<file path="src/rtl/alu_dispatcher.sv">
// ALU command dispatcher: buffers commands in a FIFO and issues them one
// at a time to an external ALU, returning result or timeout downstream.
module alu_dispatcher #(
    parameter int DATA_WIDTH = 32,
    parameter int INST_WIDTH = 4,
    parameter int FIFO_DEPTH = 4,
    parameter int TIMEOUT    = 15
) (
    input  logic                  i_clk,
    input  logic                  i_rst_n,
    input  logic                  i_cmd_valid,
    output logic                  o_cmd_ready,
    input  logic [DATA_WIDTH-1:0] i_cmd_a,
    input  logic [DATA_WIDTH-1:0] i_cmd_b,
    input  logic [INST_WIDTH-1:0] i_cmd_inst,
    output logic [DATA_WIDTH-1:0] o_alu_a,
    output logic [DATA_WIDTH-1:0] o_alu_b,
    output logic [INST_WIDTH-1:0] o_alu_inst,
    output logic                  o_alu_valid,
    input  logic [DATA_WIDTH-1:0] i_alu_data,
    input  logic                  i_alu_overflow,
    input  logic                  i_alu_valid,
    output logic                  o_rsp_valid,
    input  logic                  i_rsp_ready,
    output logic [DATA_WIDTH-1:0] o_rsp_data,
    output logic                  o_rsp_overflow,
    output logic                  o_rsp_timeout,
    output logic                  o_busy
);
    localparam int AW = (FIFO_DEPTH > 1) ? $clog2(FIFO_DEPTH) : 1;
    localparam int CW = $clog2(FIFO_DEPTH + 1);
    localparam int TW = (TIMEOUT > 1) ? $clog2(TIMEOUT + 1) : 1;

    typedef struct packed {
        logic [DATA_WIDTH-1:0] a;
        logic [DATA_WIDTH-1:0] b;
        logic [INST_WIDTH-1:0] inst;
    } cmd_t;

    typedef enum logic [1:0] {
        S_IDLE,
        S_ISSUE,
        S_WAIT,
        S_RESP
    } state_t;

    cmd_t                  mem_q [FIFO_DEPTH];
    cmd_t                  head;
    logic [AW-1:0]         wr_ptr_q, wr_ptr_d;
    logic [AW-1:0]         rd_ptr_q, rd_ptr_d;
    logic [CW-1:0]         cnt_q, cnt_d;
    logic [TW-1:0]         wcnt_q;
    state_t                state_q;
    logic                  push, pop;
    logic [DATA_WIDTH-1:0] alu_a_q, alu_b_q;
    logic [INST_WIDTH-1:0] alu_inst_q;
    logic                  alu_valid_q;
    logic                  rsp_valid_q, rsp_ovf_q, rsp_to_q;
    logic [DATA_WIDTH-1:0] rsp_data_q;

    assign o_cmd_ready = i_rst_n & (cnt_q < CW'(FIFO_DEPTH));
    assign push        = i_cmd_valid & o_cmd_ready;
    assign pop         = (state_q == S_IDLE) & (cnt_q != '0);
    assign head        = mem_q[rd_ptr_q];

    assign o_alu_a        = alu_a_q;
    assign o_alu_b        = alu_b_q;
    assign o_alu_inst     = alu_inst_q;
    assign o_alu_valid    = alu_valid_q;
    assign o_rsp_valid    = rsp_valid_q;
    assign o_rsp_data     = rsp_data_q;
    assign o_rsp_overflow = rsp_ovf_q;
    assign o_rsp_timeout  = rsp_to_q;
    assign o_busy         = (cnt_q != '0) | (state_q != S_IDLE);

    // FIFO pointer and occupancy next-state; pointers wrap at the power-of-two depth
    always_comb begin
        wr_ptr_d = wr_ptr_q;
        rd_ptr_d = rd_ptr_q;
        cnt_d    = cnt_q;
        if (push) wr_ptr_d = wr_ptr_q + AW'(1);
        if (pop)  rd_ptr_d = rd_ptr_q + AW'(1);
        if (push && !pop)      cnt_d = cnt_q + CW'(1);
        else if (pop && !push) cnt_d = cnt_q - CW'(1);
    end

    // FIFO storage; contents are don't-care until written
    always_ff @(posedge i_clk) begin
        if (push) mem_q[wr_ptr_q] <= '{a: i_cmd_a, b: i_cmd_b, inst: i_cmd_inst};
    end

    // FIFO pointer and occupancy registers
    always_ff @(posedge i_clk or negedge i_rst_n) begin
        if (!i_rst_n) begin
            wr_ptr_q <= '0;
            rd_ptr_q <= '0;
            cnt_q    <= '0;
        end else begin
            wr_ptr_q <= wr_ptr_d;
            rd_ptr_q <= rd_ptr_d;
            cnt_q    <= cnt_d;
        end
    end

    // Issue/wait/respond sequencer with registered ALU and response outputs
    always_ff @(posedge i_clk or negedge i_rst_n) begin
        if (!i_rst_n) begin
            state_q     <= S_IDLE;
            wcnt_q      <= '0;
            alu_a_q     <= '0;
            alu_b_q     <= '0;
            alu_inst_q  <= '0;
            alu_valid_q <= 1'b0;
            rsp_valid_q <= 1'b0;
            rsp_data_q  <= '0;
            rsp_ovf_q   <= 1'b0;
            rsp_to_q    <= 1'b0;
        end else begin
            alu_valid_q <= 1'b0;
            unique case (state_q)
                S_IDLE: begin
                    if (cnt_q != '0) begin
                        alu_a_q     <= head.a;
                        alu_b_q     <= head.b;
                        alu_inst_q  <= head.inst;
                        alu_valid_q <= 1'b1;
                        state_q     <= S_ISSUE;
                    end
                end
                S_ISSUE: begin
                    wcnt_q  <= '0;
                    state_q <= S_WAIT;
                end
                S_WAIT: begin
                    if (i_alu_valid) begin
                        rsp_data_q  <= i_alu_data;
                        rsp_ovf_q   <= i_alu_overflow;
                        rsp_to_q    <= 1'b0;
                        rsp_valid_q <= 1'b1;
                        state_q     <= S_RESP;
                    end else if (wcnt_q == TW'(TIMEOUT - 1)) begin
                        rsp_data_q  <= '0;
                        rsp_ovf_q   <= 1'b0;
                        rsp_to_q    <= 1'b1;
                        rsp_valid_q <= 1'b1;
                        state_q     <= S_RESP;
                    end else begin
                        wcnt_q <= wcnt_q + TW'(1);
                    end
                end
                S_RESP: begin
                    if (i_rsp_ready) begin
                        rsp_valid_q <= 1'b0;
                        state_q     <= S_IDLE;
                    end
                end
                default: state_q <= S_IDLE;
            endcase
        end
    end
endmodule

</file>
<file path="config.mk">
export PLATFORM = sky130hd
export DESIGN_NAME = alu_dispatcher
export DESIGN_NICKNAME = d
export VERILOG_FILES = /design/src/rtl/alu_dispatcher.sv
export SDC_FILE = /design/constraint.sdc
export NUM_CORES = 1
export LEC_CHECK = 0
export BUFFER_PORTS_ARGS = -buffer_cell sky130_fd_sc_hd__buf_2
export CORE_MARGIN = 3
export CORE_UTILIZATION = 51
export CTS_CLUSTER_DIAMETER = 50
export DETAILED_ROUTE_END_ITERATION = 10
export PLACE_DENSITY = 0.72
export SLEW_MARGIN = 20
export SYNTH_ARGS = -nofsm -noshare
export SYNTH_HDL_FRONTEND = slang
export SYNTH_SLANG_ARGS = --single-unit
export TNS_END_PERCENT = 10
</file>
<file path="constraint.sdc">
create_clock -name i_clk -period 2.5 [get_ports i_clk]
set_input_delay 0.5 -clock i_clk [delete_from_list [all_inputs] [get_ports i_clk]]
set_output_delay 0.5 -clock i_clk [all_outputs]
set_load 0.005 [all_outputs]
</file>
==> metrics.md, run 1 <==
| Metric | Value |
|---|---|
| Status | `finished with violations` |
| Failing checks | `hold timing` |
| Post-CTS setup buffers | `0` |
| DRT Wirelength | `28,600 um` |
| CP Data Required Time | `2.00 ns` |
| Critical Path Source Type | `register` |
| Die width | `174 um` |
| Post-Syn Nets | `919` |
| All-layer global routing usage | `19.3%` |
| Site Rows | `60` |
| Core area | `27,300 um2` |
| Number of synthesized flops with an enable pin | `272` |
| Actual slew at the worst max-slew pin | `0.881 ns` |
| Ys Warns | `0` |
| Post-Place Setup Slack | `0.471 ns` |
| Number of vias per cell | `5.31` |
| Number of max-cap violations | `0` |
| Max Root-Sink Buffers | `3` |
| DR vias | `7,724` |
| Sequential share of the synthesized area | `77.1%` |
| Mapped Cells | `800` |
| Post-Synth XOR/XNOR Area | `0.365%` |
| Share of power burned in the clock network | `30.3%` |
| Syn avg cell area | `18.0 um2` |
| Count of state elements after synthesis | `389` |
| Fillers | `1,929` |
| Switching pwr | `5.95 mW` |
| Fin crit share | `91.6%` |
| PortBufs | `211` |
| Final std cells w/o fill | `1,455` |
| Clock slew at reported path FFs | `0.06 ns` |
| Initial Utilization | `52.7%` |
| Crit-path max FO | `4` |
| Drt wl/cell | `19.7 um` |
| Static leakage | `7.07 nW` |
| I/O pins | `212` |
| Worst Setup Path Type | `reg -> out` |
| CTS tree | `yes` |
| Depth of the CTS H-tree | `2` |
| Max VDD drop | `0.691 mV` |
| Worst-Skew Late Latency | `0.53 ns` |
| Slew HR | `41.3%` |
| Synth async-reset ratio | `30.1%` |
| Clock Sinks | `389` |
| Final ANT Viol Nets | `0` |
| Gate power share | `25.7%` |
| Ys flop type | `edfxtp_1` |
| Final slew viol count | `0` |
| Sequential share of power | `44.0%` |
| Root Buffer | `clkbuf_16` |
| DR pass1 iterations | `5` |
| DRC viols | `0` |
| Post-Synth Adder-Cell Area | `1.18%` |
| Post-DP HPWL | `17,600 um` |
| Largest net degree at the start of global routing | `118` |
| Vias in the first global route | `8,162` |
| Multiplexer area fraction after synthesis | `11.1%` |
| Placed Instances | `1,374` |
| RePlAce Congestion | `0.761` |
| Post-Syn Area | `14,400 um2` |
| Setup violations, final | `0` |
| Int Power | `14.7 mW` |
| Count of cell types in the netlist | `37` |
| Synth-to-Final Area Change | `22.5%` |
| Global-route wire length before repair | `45,800 um` |
| Nets | `1,166` |
| Die span in y | `174 um` |
| CP arrival | `1.79 ns` |
| RSZ-0062 raised after global routing | `no` |
| GR Overflow Total | `0` |
| Post-layout util | `64.5%` |
| Compound-cell area share of the yosys netlist | `2.67%` |
| Post-layout min period | `2.29 ns` |
| Die area | `30,300 um2` |
| Layout cells sized above 1 | `35.7%` |
| Cts bufs inserted | `43` |
| Simple-gate share of the synthesized area | `6.21%` |
| Clk_skew | `0.0140 ns` |
| F_max | `437 MHz` |
| Drt first-iter violations | `570` |
| Final-report hold violation count | `6` |
| Initial antenna violation count | `5` |
| Main combinational cell family by area after synthesis | `multiplexers` |
| Sw frac | `28.8%` |
| Power density cells | `1170 nW/um2` |
| Setup WS post-layout | `0.209 ns` |
| Worst hold path class | `in -> async` |
| Hold_ws | `-0.0340 ns` |
| Worst Setup End Kind | `output port` |
-- repair_timing --
action	4_1_cts	5_1_grt
hold buffers	0	0
resized for setup	0	1
setup endpoints to repair	0	1
hold endpoints to repair	0	0
-- cell usage after synthesis (2+ instances only) --
master | number | area share (%)
clkbuf_1 | 20 | 0.52
a22o_1 | 33 | 2.0
xor2_1 | 2 | 0.12
a21boi_0 | 2 | 0.10
nor2b_1 | 2 | 0.087
dfrtp_1 | 117 | 20
edfxtp_1 | 272 | 57
inv_1 | 9 | 0.23
mux4_2 | 68 | 11
and3_1 | 4 | 0.17
buf_1 | 2 | 0.052
nor2_1 | 4 | 0.10
nor4b_1 | 2 | 0.12
mux2i_1 | 2 | 0.14
buf_2 | 15 | 0.52
mux2_2 | 4 | 0.31
xnor2_1 | 4 | 0.24
nand2_1 | 207 | 5.4
ha_1 | 12 | 1.0
nand3_1 | 2 | 0.070
-- final cells by class --
type | instances | area (um2) | area share [%]
inverter | 10 | 37.5 | 0.213
tap | 372 | 465 | 2.64
clock inverter | 19 | 223 | 1.26
antenna | 2 | 5.00 | 0.0284
clock buffer | 60 | 1220 | 6.93
sequential | 389 | 11100 | 63.0
timing repair buffer | 240 | 1460 | 8.25
multi-input combinational | 363 | 3120 | 17.7
-- registers in the layout, summed over array words and instances, names as in the netlist --
| signal | count |
|---|---|
| o_rsp_valid | 1 |
| o_alu_valid | 1 |
| rd_ptr_q | 2 |
| o_alu_b | 32 |
| o_alu_a | 32 |
| wr_ptr_q | 2 |
| mem_q | 272 |
| state_q | 2 |
| wcnt_q | 4 |
| o_rsp_data | 32 |
| o_alu_inst | 4 |
| o_rsp_overflow | 1 |
| cnt_q | 3 |
| o_rsp_timeout | 1 |
-- per-stage QoR --
| stage | total power, mW | instance area [um2] | TNS, ns |
|---|---|---|---|
| detailed placement | 14.6 | 16200 | 0 |
| finish | 20.7 | 17600 | 0 |
| floorplan | 12.4 | 14400 | -78.58 |
| global route | 21.9 | 17600 | 0 |
| global placement | 14.5 | 16200 | 0 |
| CTS | 20.9 | 17600 | 0 |
-- cells by family after synthesis --
logic type                 after synthesis
AOI/OAI and AO/OA                       43
adders and majority gates               13
buffers and inverters                   48
xor gates and xnor gates                 6
DFF                                    389
muxes                                   74
and+or+nand+nor                        227
-- final timing paths --
path / depth (start not counted) / to / from / slack, ns
setup / recovery: 5 / o_busy / state_q[0] / 0.21
hold / removal: 2 / o_alu_b[5] / i_rst_n / -0.03
setup reg to reg: 9 / cnt_q[2] / state_q[0] / 0.54
hold reg to reg: 2 / o_alu_b[21] / o_alu_b[21] / 0.47
max in group asynchronous: 2 / rd_ptr_q[0] / i_rst_n / 1.73
min in group i_clk: 1 / mem_q[2][2] / i_cmd_inst[2] / 0.18
-- placed cells by master, fill, tap and decap left out, types with 3 or more instances in the layout --
cell type	instances
and3_4	4
clkinv_1	4
nand2_1	207
buf_2	210
edfxtp_1	272
buf_4	15
dfrtp_1	115
inv_1	9
buf_12	14
clkinv_4	3
clkinvlp_4	4
nor2_1	4
clkbuf_1	11
clkbuf_8	4
clkbuf_16	45
xnor2_1	4
ha_1	12
a22o_1	33
mux4_2	68
inv_6	3
mux2_2	4
bufinv_16	4
-- routing by layer --
| metal | global-route usage (%) | wire (um) | up-vias |
|---|---|---|---|
| met4 | 5.29 | 543 | 6 |
| met1 | 25.7 | 11900 | 3916 |
| li1 | - | - | 3498 |
| met5 | 0 | 46 | - |
| met3 | 4.52 | 1900 | 49 |
| met2 | 32.3 | 14200 | 255 |
-- power by group through the flow --
stage	sequential [mW]	combinational, mW	clock (mW)
after floorplan	8.90	3.47	0
after detailed placement	9.22	5.40	0
after global placement	9.19	5.27	0
after global routing	9.26	5.93	6.71
final	9.09	5.31	6.25
after CTS	9.11	5.44	6.39
-- worst max-delay path: stages (launching register included) --
cell	delay [ns]
dfrtp_1	0.40
inv_1	0.13
ha_1	0.23
nor4b_2	0.31
inv_1	0.06
buf_2	0.13
Power figures use the tool's default switching activity.
==> run 2: changes to the inputs <==
- PLACE_DENSITY: 0.72 -> default
- PLACE_DENSITY_LB_ADDON: default -> 0.15
==> run 2 against run 1 <==
Compared with the run above:
- the flow now finishes without violations
- combinational power increased by 0.9%
- first-iteration DRC count decreased by 7.7%
- sequential power decreased by 2.2%
- final cell count decreased by 0.82%
- sequential cell count unchanged
- clock power decreased by 5.6%
- power decreased by 2.5%
- worst setup slack improved by 0.046 ns
- maximum frequency increased by 2.0%
- routed wire length decreased by 1.4%
- non-clock buffer count decreased by 8
- largest cell class unchanged
==> metrics.md, run 2 (synthesized netlist as in run 1, its figures left out) <==
| Metric | Value |
|---|---|
| Post-DP HPWL | `16,700 um (-5.1%)` |
| Commonest non-fill, non-tap cell in the layout | `edfxtp_1` |
| Largest Register | `mem_q` |
| Most frequent cells in the layout | `272 x edfxtp_1, 210 x buf_2, 207 x nand2_1` |
| F_max | `445 MHz (+2.0%)` |
| Design Power | `20.1 mW (-2.5%)` |
| Core area | `27,300 um2 (unchanged)` |
| CP Data Required Time | `2.00 ns (about the same)` |
| Post-Place Setup Slack | `0.311 ns (-0.160 ns)` |
| Worst path most repeated cell | `inv_1` |
| Static leakage | `6.97 nW (-1.3%)` |
| Number of vias per cell | `5.26 (-0.90%)` |
| Largest net degree at the start of global routing | `118 (unchanged)` |
| GR Overflow Total | `0 (unchanged)` |
| Post-CTS setup buffers | `0 (unchanged)` |
| CP arrival | `1.75 ns (-0.04 ns)` |
| DR vias | `7,591 (-1.7%)` |
| Depth of the CTS H-tree | `2 (unchanged)` |
| Slew HR | `50.2% (+9.0 points)` |
| Die width | `174 um (unchanged)` |
| Initial antenna violation count | `5 (unchanged)` |
| Post-CTS Resized | `0 (unchanged)` |
| Setup violations, final | `0 (unchanged)` |
| Max Root-Sink Buffers | `3 (unchanged)` |
| Sum Neg Setup Slack | `0 ns (unchanged)` |
| CTS tree | `yes` |
| Placed Instances | `1,366 (-0.58%)` |
| Reg2Reg Launch Point | `cnt_q[2]` |
| Cts bufs inserted | `40 (-7.0%)` |
| Nets | `1,155 (-0.94%)` |
| Worst Setup Path Type | `reg -> out` |
| Max VDD drop | `0.637 mV (-7.9%)` |
| Die area | `30,300 um2 (unchanged)` |
| DRT Wirelength | `28,200 um (-1.4%)` |
| Worst path max stage delay | `0.40 ns (about the same)` |
| Synth-to-Final Area Change | `21.0%` |
| Actual slew at the worst max-slew pin | `0.746 ns (-0.134 ns)` |
| Worst hold path class | `in -> async` |
| Critical Path Source Type | `register` |
| Fin crit share | `89.8% (-1.8 points)` |
| I/O pins | `212 (unchanged)` |
| Setup WS post-layout | `0.255 ns (+0.0458 ns)` |
| Global-route wire length before repair | `44,500 um (-2.8%)` |
| Worst-Skew Late Latency | `0.52 ns (about the same)` |
| Final slew viol count | `0 (unchanged)` |
| RSZ-0062 raised after global routing | `no` |
| Die span in y | `174 um (unchanged)` |
| Final std cells w/o fill | `1,443 (-0.82%)` |
| Final ANT Viol Nets | `0 (unchanged)` |
| Clock slew at reported path FFs | `0.06 ns (about the same)` |
| Worst Setup End Kind | `output port` |
| Drt first-iter violations | `526 (-7.7%)` |
| Cts hold-fix bufs | `0 (unchanged)` |
| DRC viols | `0 (unchanged)` |
| Max reg flops | `272 (unchanged)` |
| RePlAce Congestion | `0.732 (-3.9%)` |
| Critical path origin | `state_q[0]` |
| Status | `finished clean` |
| Site Rows | `60 (unchanged)` |
| Drt wl/cell | `19.6 um (-0.55%)` |
| CP top delay family | `flip-flops` |
| Root Buffer | `clkbuf_16` |
| Number of max-cap violations | `0 (unchanged)` |
| Layout cells sized above 1 | `34.8% (-0.88 points)` |
| Power density cells | `1160 nW/um2 (-1.3%)` |
| Slowest CP cell | `dfrtp_1` |
| Post-layout min period | `2.25 ns (-0.0458 ns)` |
| Hold_ws | `0.0447 ns (+0.0787 ns)` |
| PortBufs | `211 (unchanged)` |
| Clock Sinks | `389 (unchanged)` |
| CP Buf/Inv Count | `3 (unchanged)` |
| Critical path cell sequence | `inv_1 -> ha_1 -> nor4b_2 -> inv_1 -> buf_2` |
| Vias in the first global route | `8,057 (-1.3%)` |
| All-layer global routing usage | `18.9% (-0.38 points)` |
| DR pass1 iterations | `7 (+2)` |
| Initial Utilization | `52.7% (unchanged)` |
| Crit-path max FO | `4 (unchanged)` |
| Final-report hold violation count | `0 (-6)` |
| Clk_skew | `0.0149 ns (+0.000884 ns)` |
[run 2: report_power, final]
part / internal, mW / switching [mW]
logic: 2.62 / 2.74
registers: 8.18 / 0.708
clock network: 3.56 / 2.34
total: 14.4 / 5.79
[run 2: per-layer routing]
metal	share of wire (%)	GRT usage [%]
met1	42	24.4
met2	50	32.3
met3	5.3	4.22
met4	2.6	5.83
met5	0.12	0
[run 2: area by class of cell]
cell class,count,area (um2)
Antenna cell,3,7.51
Clock buffer,59,1120
Clock inverter,15,194
Fill cell,2029,9900
Inverter,10,37.5
Multi-Input combinational cell,363,3120
Sequential cell,389,11100
Tap cell,372,465
Timing Repair Buffer,232,1370
[run 2: final timing paths]
path / slack, ns / cells past startpoint / to
setup / recovery: 0.25 / 5 / o_busy
hold / removal: 0.04 / 2 / o_alu_b[5]
setup reg to reg: 0.49 / 8 / cnt_q[2]
hold reg to reg: 0.46 / 2 / o_alu_b[18]
max in group asynchronous: 1.79 / 2 / rd_ptr_q[0]
min in group i_clk: 0.19 / 1 / mem_q[3][58]
[run 2: stage by stage]
stage | util, % | instance area, um2
after CTS | 63.7 | 17400
after detailed placement | 58.9 | 16100
after global placement | 58.9 | 16100
after global routing | 63.8 | 17400
after floorplan | - | 14400
final | 63.8 | 17400
==> run 3: changes to the inputs <==
- CORE_UTILIZATION: 51 -> 30
==> run 3 against run 2 <==
Compared with the run above:
- via count increased by 1.2%
- maximum frequency down 2.2%
- first-iteration DRC count shrank 13%
- power up 7.0%
- die area up 67%
- critical path type unchanged
- sequential share of layout area is 2.5 points lower
- critical path depth unchanged
==> metrics.md, run 3 (synthesized netlist as in run 1, its figures left out) <==
| Metric | Value |
|---|---|
| Setup WS post-layout | `0.204 ns (-0.0506 ns)` |
| DRC viols | `0 (unchanged)` |
| Sum Neg Setup Slack | `0 ns (unchanged)` |
| Slowest CP cell | `dfrtp_1` |
| Largest net degree at the start of global routing | `118 (unchanged)` |
| Fin crit share | `91.8% (+2.0 points)` |
| Core area | `47,000 um2 (+72%)` |
| Final slew viol count | `0 (unchanged)` |
| Layout cells sized above 1 | `36.0% (+1.2 points)` |
| Site Rows | `79 (+32%)` |
| Final-report hold violation count | `0 (unchanged)` |
| Worst-Skew Late Latency | `0.56 ns (+0.04 ns)` |
| Final ANT Viol Nets | `0 (unchanged)` |
| Initial Utilization | `30.7% (-22 points)` |
| Number of max-cap violations | `0 (unchanged)` |
| Worst Setup Path Type | `reg -> out` |
| RePlAce Congestion | `0.700 (-4.4%)` |
| Most frequent cells in the layout | `272 x edfxtp_1, 210 x buf_2, 207 x nand2_1` |
| Root Buffer | `clkbuf_16` |
| Layout Cell Area excl Fill | `18,100 um2 (+4.0%)` |
| PortBufs | `211 (unchanged)` |
| GR Overflow Total | `0 (unchanged)` |
| Status | `finished clean` |
| Max Root-Sink Buffers | `3 (unchanged)` |
| Post-Place Setup Slack | `0.335 ns (+0.0235 ns)` |
| Static leakage | `7.17 nW (+2.8%)` |
| Crit-path max FO | `4 (unchanged)` |
| DR pass1 iterations | `4 (-3)` |
| CTS tree | `yes` |
| Power density cells | `1190 nW/um2 (+2.8%)` |
| Initial antenna violation count | `7 (+2)` |
| I/O pins | `212 (unchanged)` |
| Drt wl/cell | `19.6 um (+0.24%)` |
| Placed Instances | `1,606 (+18%)` |
| Hold_ws | `0.0986 ns (+0.0538 ns)` |
| Critical path cell sequence | `inv_1 -> ha_1 -> nor4b_2 -> inv_1 -> buf_2` |
| Drt first-iter violations | `455 (-13%)` |
| Clock Sinks | `389 (unchanged)` |
| Max reg flops | `272 (unchanged)` |
| CP arrival | `1.80 ns (+0.05 ns)` |
| F_max | `436 MHz (-2.2%)` |
| Critical path depth | `5 (unchanged)` |
| Clk_skew | `0.00872 ns (-0.00615 ns)` |
| Cts bufs inserted | `47 (+18%)` |
| RSZ-0062 raised after global routing | `no` |
| Largest Register | `mem_q` |
| Cts hold-fix bufs | `0 (unchanged)` |
| Placement Cell Area | `16,500 um2 (+2.4%)` |
| Nets | `1,167 (+1.0%)` |
| CP Data Required Time | `2.00 ns (about the same)` |
| Depth of the CTS H-tree | `2 (unchanged)` |
| Die area | `50,700 um2 (+67%)` |
| Vias in the first global route | `8,152 (+1.2%)` |
| Worst r2r path cells | `7 (-1)` |
| Die width | `225 um (+29%)` |
| Worst path most repeated cell | `inv_1` |
| Worst hold path class | `in -> async` |
| CP Buf/Inv Count | `3 (unchanged)` |
| Post-DP HPWL | `19,700 um (+18%)` |
| Post-layout min period | `2.30 ns (+0.0506 ns)` |
| Setup violations, final | `0 (unchanged)` |
| Number of vias per cell | `4.54 (-14%)` |
| DR vias | `7,684 (+1.2%)` |
| Global-route wire length before repair | `50,500 um (+14%)` |
| Synth-to-Final Area Change | `25.9%` |
| Actual slew at the worst max-slew pin | `0.724 ns (-0.0228 ns)` |
| Post-layout util | `38.6% (-25 points)` |
| Die span in y | `225 um (+29%)` |
| Worst Setup End Kind | `output port` |
| Worst path max stage delay | `0.40 ns (about the same)` |
| CP top delay family | `flip-flops` |
| Final std cells w/o fill | `1,693 (+17%)` |
| Commonest non-fill, non-tap cell in the layout | `edfxtp_1` |
| Post-CTS setup buffers | `0 (unchanged)` |
| Design Power | `21.6 mW (+7.0%)` |
| DRT Wirelength | `33,200 um (+18%)` |
| All-layer global routing usage | `13.3% (-5.6 points)` |
| Critical Path Source Type | `register` |
| Max VDD drop | `0.519 mV (-18%)` |
| Slew HR | `51.8% (+1.5 points)` |
| Clock slew at reported path FFs | `0.05 ns (about the same)` |
-- run 3: routing by layer --
metal  global-route usage (%)  vias to the layer above  wire length (um)
met4                     4.51                       12               736
met1                     17.1                     3892             14500
met3                     3.99                       65              2290
met2                     21.6                      197             15600
li1                         -                     3518                 -
met5                        0                        -                80
-- run 3: path summary, 6_finish.rpt --
path | startpoint | endpoint | slack, ns
max | state_q[0] | o_busy | 0.20
min | i_rst_n | o_alu_b[8] | 0.1
max reg2reg | cnt_q[2] | cnt_q[2] | 0.47
min reg2reg | o_alu_b[6] | o_alu_b[6] | 0.46
max in group asynchronous | i_rst_n | rd_ptr_q[1] | 1.83
min in group i_clk | i_alu_data[3] | o_rsp_data[3] | 0.15
-- run 3: report_power, final --
group          switching [mW]  internal, mW
sequential              0.713          8.19
clock                    2.59          4.50
combinational            2.93          2.64
total                    6.23          15.3
-- run 3: layout make-up --
cell class,instances,area [um2]
tap,607,759
clock buffer,67,1350
inverter,10,38.8
multi-input combinational,363,3120
clock inverter,19,288
timing repair buffer,237,1460
antenna,1,2.50
fill,4349,28800
sequential,389,11100
-- run 3: worst reg2reg max path: stages, from the launching register on --
cell and delay (ns):
dfrtp_1 0.45, o31ai_4 0.42, ha_1 0.25, inv_1 0.06
fa_1 0.37, xor2_1 0.15, nor2_1 0.12, xor2_1 0.14
-- run 3: repair_timing --
item                                    4_1_cts  5_1_grt
endpoints found under the setup margin        0        1
hold endpoints to repair                      0        0
gates resized for setup                       0        1
